--- src/rtl/edgedet_multi.sv ---
// Multi-channel configurable edge detector: per-channel sync, edge detect, pulse, sticky flag, saturating counter.
// Optional per-channel debounce filter enabled with `define EDGEDET_DEBOUNCE_EN.

module edgedet_multi_lane #(
    parameter int SYNC_STAGES = 2,
    parameter int CNT_W       = 8,
    parameter int DB_CYCLES   = 4
) (
    input  logic             clk,
    input  logic             rst_n,
    input  logic             en_i,
    input  logic             din_i,
    input  logic [1:0]       mode_i,
    input  logic             clr_i,
    output logic             pulse_o,
    output logic             flag_o,
    output logic [CNT_W-1:0] cnt_o
);

    logic s;
    logic f;

    generate
        if (SYNC_STAGES == 0) begin : g_nosync
            assign s = din_i;
        end else begin : g_sync
            logic [SYNC_STAGES-1:0] sync_q;
            always_ff @(posedge clk) begin
                if (!rst_n) begin
                    sync_q <= '0;
                end else begin
                    sync_q[0] <= din_i;
                    for (int k = 1; k < SYNC_STAGES; k++) sync_q[k] <= sync_q[k-1];
                end
            end
            assign s = sync_q[SYNC_STAGES-1];
        end
    endgenerate

`ifdef EDGEDET_DEBOUNCE_EN
    localparam int DBW = $clog2(DB_CYCLES + 1);
    logic [DBW-1:0] db_q;
    logic           f_q;

    // f follows s only after DB_CYCLES consecutive edges of disagreement; runs regardless of en.
    always_ff @(posedge clk) begin
        if (!rst_n) begin
            db_q <= '0;
            f_q  <= 1'b0;
        end else if (s != f_q) begin
            if (db_q == DBW'(DB_CYCLES - 1)) begin
                f_q  <= s;
                db_q <= '0;
            end else begin
                db_q <= db_q + DBW'(1);
            end
        end else begin
            db_q <= '0;
        end
    end
    assign f = f_q;
`else
    assign f = s;
`endif

    logic             prev_q;
    logic             pulse_q;
    logic             flag_q;
    logic [CNT_W-1:0] cnt_q, cnt_d;
    logic             det;
    logic             ev;

    always_comb begin
        det = 1'b0;
        unique case (mode_i)
            2'b00: det = 1'b0;
            2'b01: det = ~prev_q & f;
            2'b10: det = prev_q & ~f;
            2'b11: det = prev_q ^ f;
        endcase
    end

    assign ev = en_i & det;

    // Clear and event on the same edge leave the counter at one: the event is not lost.
    always_comb begin
        cnt_d = cnt_q;
        if (clr_i)
            cnt_d = CNT_W'(ev);
        else if (ev && (cnt_q != '1))
            cnt_d = cnt_q + CNT_W'(1);
    end

    always_ff @(posedge clk) begin
        if (!rst_n) begin
            prev_q  <= 1'b0;
            pulse_q <= 1'b0;
            flag_q  <= 1'b0;
            cnt_q   <= '0;
        end else begin
            if (en_i) prev_q <= f;
            pulse_q <= ev;
            flag_q  <= ev | (flag_q & ~clr_i);
            cnt_q   <= cnt_d;
        end
    end

    assign pulse_o = pulse_q;
    assign flag_o  = flag_q;
    assign cnt_o   = cnt_q;

endmodule

module edgedet_multi #(
    parameter  int NUM_CH      = 4,
    parameter  int SYNC_STAGES = 2,
    parameter  int CNT_W       = 8,
    parameter  int DB_CYCLES   = 4,
    localparam int SELW        = (NUM_CH > 1) ? $clog2(NUM_CH) : 1
) (
    input  logic                  clk,
    input  logic                  rst_n,
    input  logic                  en,
    input  logic [NUM_CH-1:0]     i,
    input  logic [2*NUM_CH-1:0]   mode,
    input  logic [NUM_CH-1:0]     clr,
    input  logic [SELW-1:0]       cnt_sel,
    output logic [NUM_CH-1:0]     o,
    output logic [NUM_CH-1:0]     flag,
    output logic [CNT_W-1:0]      cnt,
    output logic                  irq
);

    logic [NUM_CH-1:0][CNT_W-1:0] cnt_all;

    edgedet_multi_lane #(
        .SYNC_STAGES (SYNC_STAGES),
        .CNT_W       (CNT_W),
        .DB_CYCLES   (DB_CYCLES)
    ) u_lane [NUM_CH-1:0] (
        .clk     (clk),
        .rst_n   (rst_n),
        .en_i    (en),
        .din_i   (i),
        .mode_i  (mode),
        .clr_i   (clr),
        .pulse_o (o),
        .flag_o  (flag),
        .cnt_o   (cnt_all)
    );

    // Out-of-range selects read as zero rather than aliasing another channel.
    always_comb begin
        cnt = '0;
        if (32'(cnt_sel) < NUM_CH) cnt = cnt_all[cnt_sel];
    end

    assign irq = |flag;

endmodule

--- config.mk ---
export PLATFORM = sky130hd
export DESIGN_NAME = edgedet_multi
export DESIGN_NICKNAME = d
export VERILOG_FILES = /design/src/rtl/edgedet_multi.sv
export SDC_FILE = /design/constraint.sdc
export NUM_CORES = 1
export LEC_CHECK = 0
export BUFFER_PORTS_ARGS = -buffer_cell sky130_fd_sc_hd__buf_2
export CAP_MARGIN = 20
export CORE_MARGIN = 2
export CORE_UTILIZATION = 52
export DETAILED_ROUTE_END_ITERATION = 8
export PLACE_DENSITY_LB_ADDON = 0.15
export SLEW_MARGIN = 0
export SYNTH_ARGS = -nofsm -noshare
export SYNTH_HDL_FRONTEND = slang
export SYNTH_HIERARCHICAL = 1
export SYNTH_SLANG_ARGS = --single-unit
--- constraint.sdc ---
create_clock -name clk -period 1.9 [get_ports clk]
set_input_delay 0.095 -clock clk [delete_from_list [all_inputs] [get_ports clk]]
set_output_delay 0.095 -clock clk [all_outputs]
set_load 0.01 [all_outputs]
# Word level (Yosys, flattened, before mapping)
# Cells that the tools add are included.
# word_totals
out_inout_bits	17
elab_cells	113
input_bits	21
register_bits	52
# op_classes
n_mux	14
n_reduce_logical	17
n_addsub	4
n_eq_ne	16
order_cmp	1
bitwise	37
# op_table
cell	count
adder 8 x 1 -> 8 bit (second input constant)	4
inequality test 8 bit (second input constant)	4
bitwise AND 1 bit	16
binary-select mux 8 bit (select 2 bit)	1
equality test 2 bit (second input constant)	8
case mux 1 bit (4 select lines)	4
inverter 1 bit	13
equality test 2 x 1 -> 1 bit (second input constant)	4
logical NOT 2 bit	4
two-way mux 1 bit	8
two-way mux 8 bit	1
nonzero test 2 bit	4
OR reduction 2 bit	4
logical AND 1 bit	4
bitwise OR 1 bit	4
OR reduction 4 bit	1
XOR 1 bit	4
less-than comparator 2 x 3 -> 1 bit (second input constant)	1

# Logic depth before layout (Yosys ltp)
# Gate-level depths: netlist (run 1).
# depth
ltp_word	7
depth_mapped	7

# Hierarchy
# Netlist (run 1), hierarchy kept.
# modules_own_cells
module	area_per_inst_um2	cells_per_inst	seq_area_each_um2	n_inst
edgedet_multi_lane	644.4	72	260.2	4
edgedet_multi	203.9	11	0.0	1

# Worst setup path before layout (run 1)
# OpenSTA, ideal clock, no wires.
# synth_timing
path_type	flip-flop to flip-flop
start	register u_lane[0].g_sync.sync_q[1]
end	register u_lane[0].cnt_q[3]
stages_incl_launch_ff	8
synth_period_minus_slack_ns	1.911
arrival_time_ns	1.841
slack_ns	-0.011
setup_ns	0.070
cell_sequence	dfxtp_1 -> inv_1 -> ha_1 -> nand2b_1 -> a311o_1 -> buf_6 -> or4_1 -> a21oi_1
# synth_between
elab_chain_cells	5
# synth_rtl
item	line	text
start: declaration	27	logic [SYNC_STAGES-1:0] sync_q;
start signal: assignment	30	sync_q <= '0;
inverter 1 bit	78	2'b10: det = prev_q & ~f;
bitwise AND 1 bit	78	
case mux 1 bit (4 select lines) (*)	75	unique case (mode_i)
bitwise AND 1 bit (*)	83	assign ev = en_i & det;
logical AND 1 bit (*)	90	else if (ev && (cnt_q != '1))
end signal: assignment	104	cnt_q <= cnt_d;
end: declaration	69	logic [CNT_W-1:0] cnt_q, cnt_d;
# Every way passes the cells marked *; elsewhere a longest branch is shown, timed or not.
# A chain may end at the register's enable or synchronous reset.

# Final worst setup path (run 1)
# layout_timing
start	register u_lane[3].g_sync.sync_q[1]
end	register u_lane[3].cnt_q[3]
# layout_between
elab_chain_cells	5
# layout_rtl
item	line
start: declaration	27
start signal: assignment	30
inverter 1 bit	78
bitwise AND 1 bit	78
case mux 1 bit (4 select lines) (*)	75
bitwise AND 1 bit (*)	83
logical AND 1 bit (*)	90
end signal: assignment	104
end: declaration	69
# Marked as above.

==> impl_results.md, run 1 <==
- Status: finished clean
- M1 GR Usage: 30.57%
- GRT Total Usage: 23.49%
- Die area: 0.005950 mm^2
- Layout Cells excl Fill: 434
- R2R setup slack: 40 ps
- Total of max-cap violations: 0
- Fraction of registers with async set/reset: 0%
- Hpwl dp: roughly 4.9 mm
- Initial antenna violation count: 0
- Clock Skews: 7.579 ps
- Met2 GRT Util: 39.13%
- Hold Path Cell Cnt: 4
- Final hold violation count: 0
- Hold crit path type: input pin to flop
- Final weighted congestion in routability-driven placement: 0.8937
- Antenna cells: 0
- RSZ-0062 raised after global routing: no
- Worst path required time: 2150 ps
- Critical Path End Type: flop
- P&R area growth vs syn: 21.05%
- DR WL/cell: 15.53 um
- R2R cell count: 6
- Number of synthesized flops with an enable pin: 0
- Final Max Slew Viols: 0
- Synth warn: 6
- Met3 Use GR: ~4.9%
- First-pass GRT wire length: 11.27 mm
- Period minus WS final: 1856 ps
- Clock buffer depth: 2
- Residual DRC: 0
- Power Density: about 630 mW/mm^2
- Reg-to-Reg Start: u_lane[3]/g_sync.sync_q[1]$_SDFF_PN0_
- Commonest cells post-synth: dfxtp_1 (52), nand2_1 (28), inv_1 (24), a21oi_1 (20), or4_1 (17)
- CP Launch Type: flop
- Leakage: 1.391 nW
- Register clock-pin slew on the reported worst setup and hold paths: 100 ps
- Dpl ws: -86.68 ps
- Syn nets: 332
- Core ar.: 0.005140 mm^2
- Nets@finish: between 300 and 400
- Grt total ovfl: 0
- Hold Path Origin: clr[2]
- # H-tree levels: 2
- Final worst path period share: 97.69%
- Synth unique cells: 28
- Top FF cell, synth: dfxtp_1
- Pin count of the biggest net entering global routing: 18
- Fill cell count: 467
- CP max stage delay: 460 ps
- Hold Path Sink: u_lane[2]/cnt_o[0]$_SDFFE_PN0P_
- TritonCTS clock tree: built
- Vias: 2540
- IO Count: 38
- Worst setup path category: flop to flop
- Largest area contributor in the netlist: dfxtp_1
- Starting Density: 54.11%
- CTS Buf Count: 5
- Hold WS: ~100 ps
- Clock root buffer master: clkbuf_8
- Reg2reg end: u_lane[3]/cnt_o[3]$_SDFFE_PP0P_
- Synth top area share: 37.43%
- Routed Wire Length: approximately 6.7 mm
- Final setup vio count: 0
- First-pass DRT Iterations: 4
- Worst Slack Setup Final: about 44 ps
- Cell breakdown of the critical path: inv_1, ha_1, nand2b_4, a311o_2, or4_4, a21oi_2
- Worst-skew pair later-pin latency: 310 ps
- Placed insts: 415
- Die Y: 77.14 um
- Slowest stage cell on the critical path: a311o_2
- Syn Std Cell Area: 0.002781 mm^2
- Area occupied by multi-input gates: ~0.0016 mm^2
- Vias per cell: 5.853
- Syn avg cell area: 9.302 um^2
- Fraction of layout cells with a size suffix above 1: 26.37%
- ANT nets after route: 0
- #FFs+latches synth: 52
- Peak supply drop: 0.3646 mV
- Slew @ Worst Pin: 518.5 ps
- Rel. slew slack: 65.31%
- Port buffer count: 37
- FMAX: 538.8 MHz
- Die W: 77.14 um
- Register area: around 0.0010 mm^2
- Arrival time worst endpoint: ~2100 ps
- Sink Count: 52
- Row count: 26
- Vias in the first global route: 2392
- Layer carrying the most global-route usage: met2
- Crit-path max FO: 7
- Total power: around 2.1 mW
- Sequential area share after synthesis: 37.43%
- Initial DRC count: about 150
- Cell with the most instances after synthesis: dfxtp_1
- Post-Synthesis Cells: 299
- Post-layout utilization of the core: 65.51%
- Top cells by area, synth: dfxtp_1 (37%), mux4_2 (6.5%), ha_1 (5.4%)
[registers in the layout, summed over array words and instances, names as in the netlist]
name,cells
u_lane/flag_o,4
u_lane/cnt_o,32
u_lane/g_sync.sync_q,8
u_lane/pulse_o,4
u_lane/prev_q,4
[worst max-delay path, delay by kind of cell (launching register included)]
family                     cells  cell delay (ps)
buffers and inverters          1               40
adders and majority gates      1              260
AOI/OAI and AO/OA              2              580
and+or+nand+nor                2              580
DFF                            1              340
[stage by stage]
step | cell area [um^2] | setup TNS (ps)
floorplan | 2781 | 0
global placement | 3105 | -41.04
detailed placement | 3105 | -444.4
CTS | 3333 | 0
global route | 3367 | 0
finish | 3367 | 0
[cells by family after synthesis]
group	synth area share [%]
AOI/OAI and AO/OA	17.81
adders and majority gates	5.398
buffers and inverters	5.443
DFF	37.43
muxes	9.357
and+or+nand+nor	24.56
[worst max path at each step]
stage	from	end	slack, ps
after floorplan	u_lane[0]/g_sync.sync_q[1]$_SDFF_PN0_	u_lane[0]/cnt_o[3]$_SDFFE_PP0P_	40
after global placement	u_lane[2]/g_sync.sync_q[1]$_SDFF_PN0_	u_lane[2]/cnt_o[3]$_SDFFE_PP0P_	-10
after detailed placement	u_lane[1]/g_sync.sync_q[1]$_SDFF_PN0_	u_lane[1]/cnt_o[3]$_SDFFE_PP0P_	-90
after CTS	u_lane[1]/g_sync.sync_q[1]$_SDFF_PN0_	u_lane[1]/cnt_o[3]$_SDFFE_PP0P_	5
after global routing	u_lane[2]/g_sync.sync_q[1]$_SDFF_PN0_	u_lane[2]/cnt_o[2]$_SDFFE_PP0P_	1
final	u_lane[3]/g_sync.sync_q[1]$_SDFF_PN0_	u_lane[3]/cnt_o[3]$_SDFFE_PP0P_	40
[repair_timing]
| action | 4_1_cts | 5_1_grt |
|---|---|---|
| hold buffers | 4 | 0 |
| buffers inserted | 7 | 0 |
| resized for setup | 9 | 9 |
| endpoints found under the hold margin | 4 | 0 |
| setup endpoints to repair | 13 | 15 |
| pin swaps | 23 | 11 |
[final cells by class]
class / count / area share (%)
Multi-Input combinational cell: 217 / 48.64
Clock inverter: 3 / 1.263
Sequential cell: 52 / 31.07
Inverter: 24 / 2.676
Clock buffer: 5 / 2.044
Timing Repair Buffer: 63 / 11.71
Tap cell: 70 / 2.601
[layout by cell type, fill, tap and decap left out, drive strengths merged, types with 5 or more instances in the layout]
master  Yosys  layout
buf         5      59
dfxtp      52      52
nand2      28      28
inv        24      24
a21oi      20      20
or4        17      17
nand3      16      16
and2       12      12
ha         12      12
o31ai      12      12
o21ai      12      12
nand2b     12      12
mux4        8       8
a311oi      8       8
nor2b       8       8
nand4       8       8
mux2i       8       8
nor2        8       8
clkbuf      1       5
[power by group]
| group | internal, mW | switching, mW | total, mW |
|---|---|---|---|
| Clock | 0.390 | 0.374 | 0.764 |
| Sequential | 1.11 | 0.0130 | 1.12 |
| Combinational | 0.104 | 0.116 | 0.219 |
[layer usage]
layer	vias to the layer above	part of all wire, %
met2	82	49
li1	1257	-
met5	-	0
met4	0	1.3
met3	10	5.6
met1	1191	44
(Power assumes the default switching activity.)
==> inputs of run 2 (changes only) <==
--- a/config.mk
+++ b/config.mk
@@ -6,10 +6,11 @@
 export NUM_CORES = 1
 export LEC_CHECK = 0
 export BUFFER_PORTS_ARGS = -buffer_cell sky130_fd_sc_hd__buf_2
-export CAP_MARGIN = 20
+export CAP_MARGIN = 30
 export CORE_MARGIN = 2
 export CORE_UTILIZATION = 52
 export DETAILED_ROUTE_END_ITERATION = 8
+export GPL_TIMING_DRIVEN = 0
 export PLACE_DENSITY_LB_ADDON = 0.15
 export SLEW_MARGIN = 0
 export SYNTH_ARGS = -nofsm -noshare
==> impl_results.md, run 2 (synthesis gave the netlist of run 1 again) <==
- Grt total ovfl: 0 (unchanged)
- Total power: 2.199 mW (was 2.108 mW)
- Worst path buffer plus inverter count: 2 (was 1)
- Die Y: 77.14 um (unchanged)
- P_sw: 0.5146 mW (was 0.5028 mW)
- IO Count: 38 (unchanged)
- Final Max Slew Viols: 0 (unchanged)
- Status: finished clean (unchanged)
- Commonest non-fill, non-tap cells in the layout: dfxtp_1 (47), buf_2 (35), nand2_1 (28) (was dfxtp_1 (48), buf_2 (37), nand2_1 (28))
- R2R cell count: 7 (was 6)
- Setup tns final: 0 ps (unchanged)
- Power Density: 639.6 mW/mm^2 (was 626.0 mW/mm^2)
- Critical path's top delay family: simple AND/OR/NAND/NOR gates (unchanged)
- Crit-path max FO: 6 (was 7)
- Final setup vio count: 0 (unchanged)
- Residual DRC: 0 (unchanged)
- Die W: 77.14 um (unchanged)
- # H-tree levels: 2 (unchanged)
- Final hold violation count: 0 (unchanged)
- P&R area growth vs syn: 23.62% (was 21.05%)
- Reg2reg end: u_lane[1]/cnt_o[2]$_SDFFE_PP0P_ (was u_lane[3]/cnt_o[3]$_SDFFE_PP0P_)
- Register clock-pin slew on the reported worst setup and hold paths: 100 ps (about the same)
- Nets@finish: 391 (was 396)
- CP max stage delay: 500 ps (was 460 ps)
- Number of flip-flops under the largest register name: 32 (unchanged)
- CTS Buf Count: 5 (unchanged)
- Period minus WS final: 1845 ps (was 1856 ps)
- Clock Skews: 7.994 ps (was 7.579 ps)
- Hold Path Origin: clr[3] (was clr[2])
- Pin count of the biggest net entering global routing: 29 (was 18)
- Fraction of layout cells with a size suffix above 1: 26.46% (was 26.37%)
- Peak supply drop: 0.4274 mV (was 0.3646 mV)
- Hold crit path type: input pin to flop (unchanged)
- GRT Total Usage: 24.07% (was 23.49%)
- Rel. slew slack: 58.93% (was 65.31%)
- R2R setup slack: 50 ps (was 40 ps)
- Worst setup path category: flop to flop (unchanged)
- Port buffer count: 35 (was 37)
- Most common cell after layout, fill and taps aside: dfxtp_1 (unchanged)
- Hpwl dp: 4.608 mm (was 4.865 mm)
- Vias in the first global route: 2476 (was 2392)
- Cell breakdown of the critical path: buf_4, ha_4, nand2b_4, a311o_1, buf_6, or4_1, nand2_1 (was inv_1, ha_1, nand2b_4, a311o_2, or4_4, a21oi_2)
- First-pass DRT Iterations: 4 (unchanged)
- Initial DRC count: 213 (was 145)
- Combinational share of power: 10.4% (about the same)
- CP Launch Type: flop (unchanged)
- First-pass GRT wire length: 11.43 mm (was 11.27 mm)
- DR WL/cell: 15.84 um (was 15.53 um)
- Clock root buffer master: clkbuf_8 (unchanged)
- Switching share of total power: 23.40% (was 23.85%)
- Leakage: 1.398 nW (was 1.391 nW)
- Worst-skew pair later-pin latency: 310 ps (about the same)
- Initial antenna violation count: 0 (unchanged)
- Worst path required time: 2160 ps (was 2150 ps)
- Seq pwr share: 51.3% (was 53.3%)
- Final weighted congestion in routability-driven placement: 0.8913 (was 0.8937)
- Core ar.: 0.005140 mm^2 (unchanged)
- Hold WS: 96.02 ps (was 104.8 ps)
- Vias per cell: 5.956 (was 5.853)
- Reg-to-Reg Start: u_lane[1]/g_sync.sync_q[1]$_SDFF_PN0_ (was u_lane[3]/g_sync.sync_q[1]$_SDFF_PN0_)
- TritonCTS clock tree: built (unchanged)
- Total of max-cap violations: 0 (unchanged)
- Arrival time worst endpoint: 2100 ps (about the same)
- Routed Wire Length: 6.795 mm (was 6.738 mm)
- Antenna cells: 0 (unchanged)
- Int Power: 1.685 mW (was 1.605 mW)
- Sink Count: 52 (unchanged)
- Clock buffer depth: 2 (unchanged)
- Starting Density: 54.11% (unchanged)
- ANT nets after route: 0 (unchanged)
- Clock power share: 38.3% (was 36.3%)
- Die area: 0.005950 mm^2 (unchanged)
- Hold Path Sink: u_lane[3]/cnt_o[0]$_SDFFE_PN0P_ (was u_lane[2]/cnt_o[0]$_SDFFE_PN0P_)
- Hold Path Cell Cnt: 4 (unchanged)
- Final worst path period share: 97.11% (was 97.69%)
- Vias: 2555 (was 2540)
- Post-layout utilization of the core: 66.89% (was 65.51%)
- FMAX: 542.0 MHz (was 538.8 MHz)
- Slowest stage cell on the critical path: or4_1 (was a311o_2)
- Row count: 26 (unchanged)
- Critical Path End Type: flop (unchanged)
- Slew @ Worst Pin: 613.9 ps (was 518.5 ps)
[run 2: worst max path at each step]
| stage | startpoint | end | slack (ps) | cells after the start |
|---|---|---|---|---|
| after floorplan | u_lane[0]/g_sync.sync_q[1]$_SDFF_PN0_ | u_lane[0]/cnt_o[3]$_SDFFE_PP0P_ | 40 | 7 |
| after global placement | u_lane[3]/g_sync.sync_q[1]$_SDFF_PN0_ | u_lane[3]/cnt_o[7]$_SDFFE_PP0P_ | -180 | 6 |
| after detailed placement | u_lane[1]/g_sync.sync_q[1]$_SDFF_PN0_ | u_lane[1]/cnt_o[7]$_SDFFE_PP0P_ | -180 | 6 |
| after CTS | u_lane[2]/g_sync.sync_q[1]$_SDFF_PN0_ | u_lane[2]/cnt_o[7]$_SDFFE_PP0P_ | 20 | 6 |
| after global routing | u_lane[2]/cnt_o[0]$_SDFFE_PN0P_ | u_lane[2]/cnt_o[4]$_SDFFE_PP0P_ | -10 | 5 |
| final | u_lane[1]/g_sync.sync_q[1]$_SDFF_PN0_ | u_lane[1]/cnt_o[2]$_SDFFE_PP0P_ | 50 | 7 |
[run 2: power groups by stage]
stage / Clock (mW) / Combinational, mW / Sequential [mW]
2_1_floorplan: 0 / 0.111 / 1.15
5_1_grt: 0.894 / 0.252 / 1.13
3_5_place_dp: 0 / 0.182 / 1.15
3_3_place_gp: 0 / 0.177 / 1.15
6_report: 0.841 / 0.230 / 1.13
4_1_cts: 0.860 / 0.219 / 1.13
[run 2: routing by layer]
layer	share of wire [%]	GRT usage, %	vias up
li1	-	-	1250
met1	44	28.77	1227
met2	49	42.00	63
met3	5.0	4.118	15
met4	2.4	10.89	0
met5	0	0	-
[run 2: tightest hold or removal path, delay by kind of cell]
| family | cells | cell delay, ps |
|---|---|---|
| AO/OA/AOI/OAI | 2 | 140 |
| buffers and inverters | 2 | 140 |
[run 2: timing repair]
action,CTS,global route
setup endpoints to repair,30,20
resized for setup,14,12
endpoints found under the hold margin,4,0
pin swaps,30,10
buffers inserted,13,0
hold buffers,4,0
[run 2: through the flow]
step	setup slack, ps	instances	instance area [um^2]
after floorplan	35.76	299	2781
after global placement	-179.5	404	3044
after detailed placement	-184.8	404	3044
after CTS	15.49	429	3368
after global routing	-12.81	429	3438
final	54.96	429	3438
[run 2: area by class of cell]
type                       count  area (um^2)
buffer                         6        61.31
clock buffer                   7        96.34
clock inverter                 1        30.03
fill                         445         1702
inverter                      24        90.09
multi-input combinational    217         1720
sequential                    52         1047
tap                           70        87.58
timing repair buffer          52        305.3
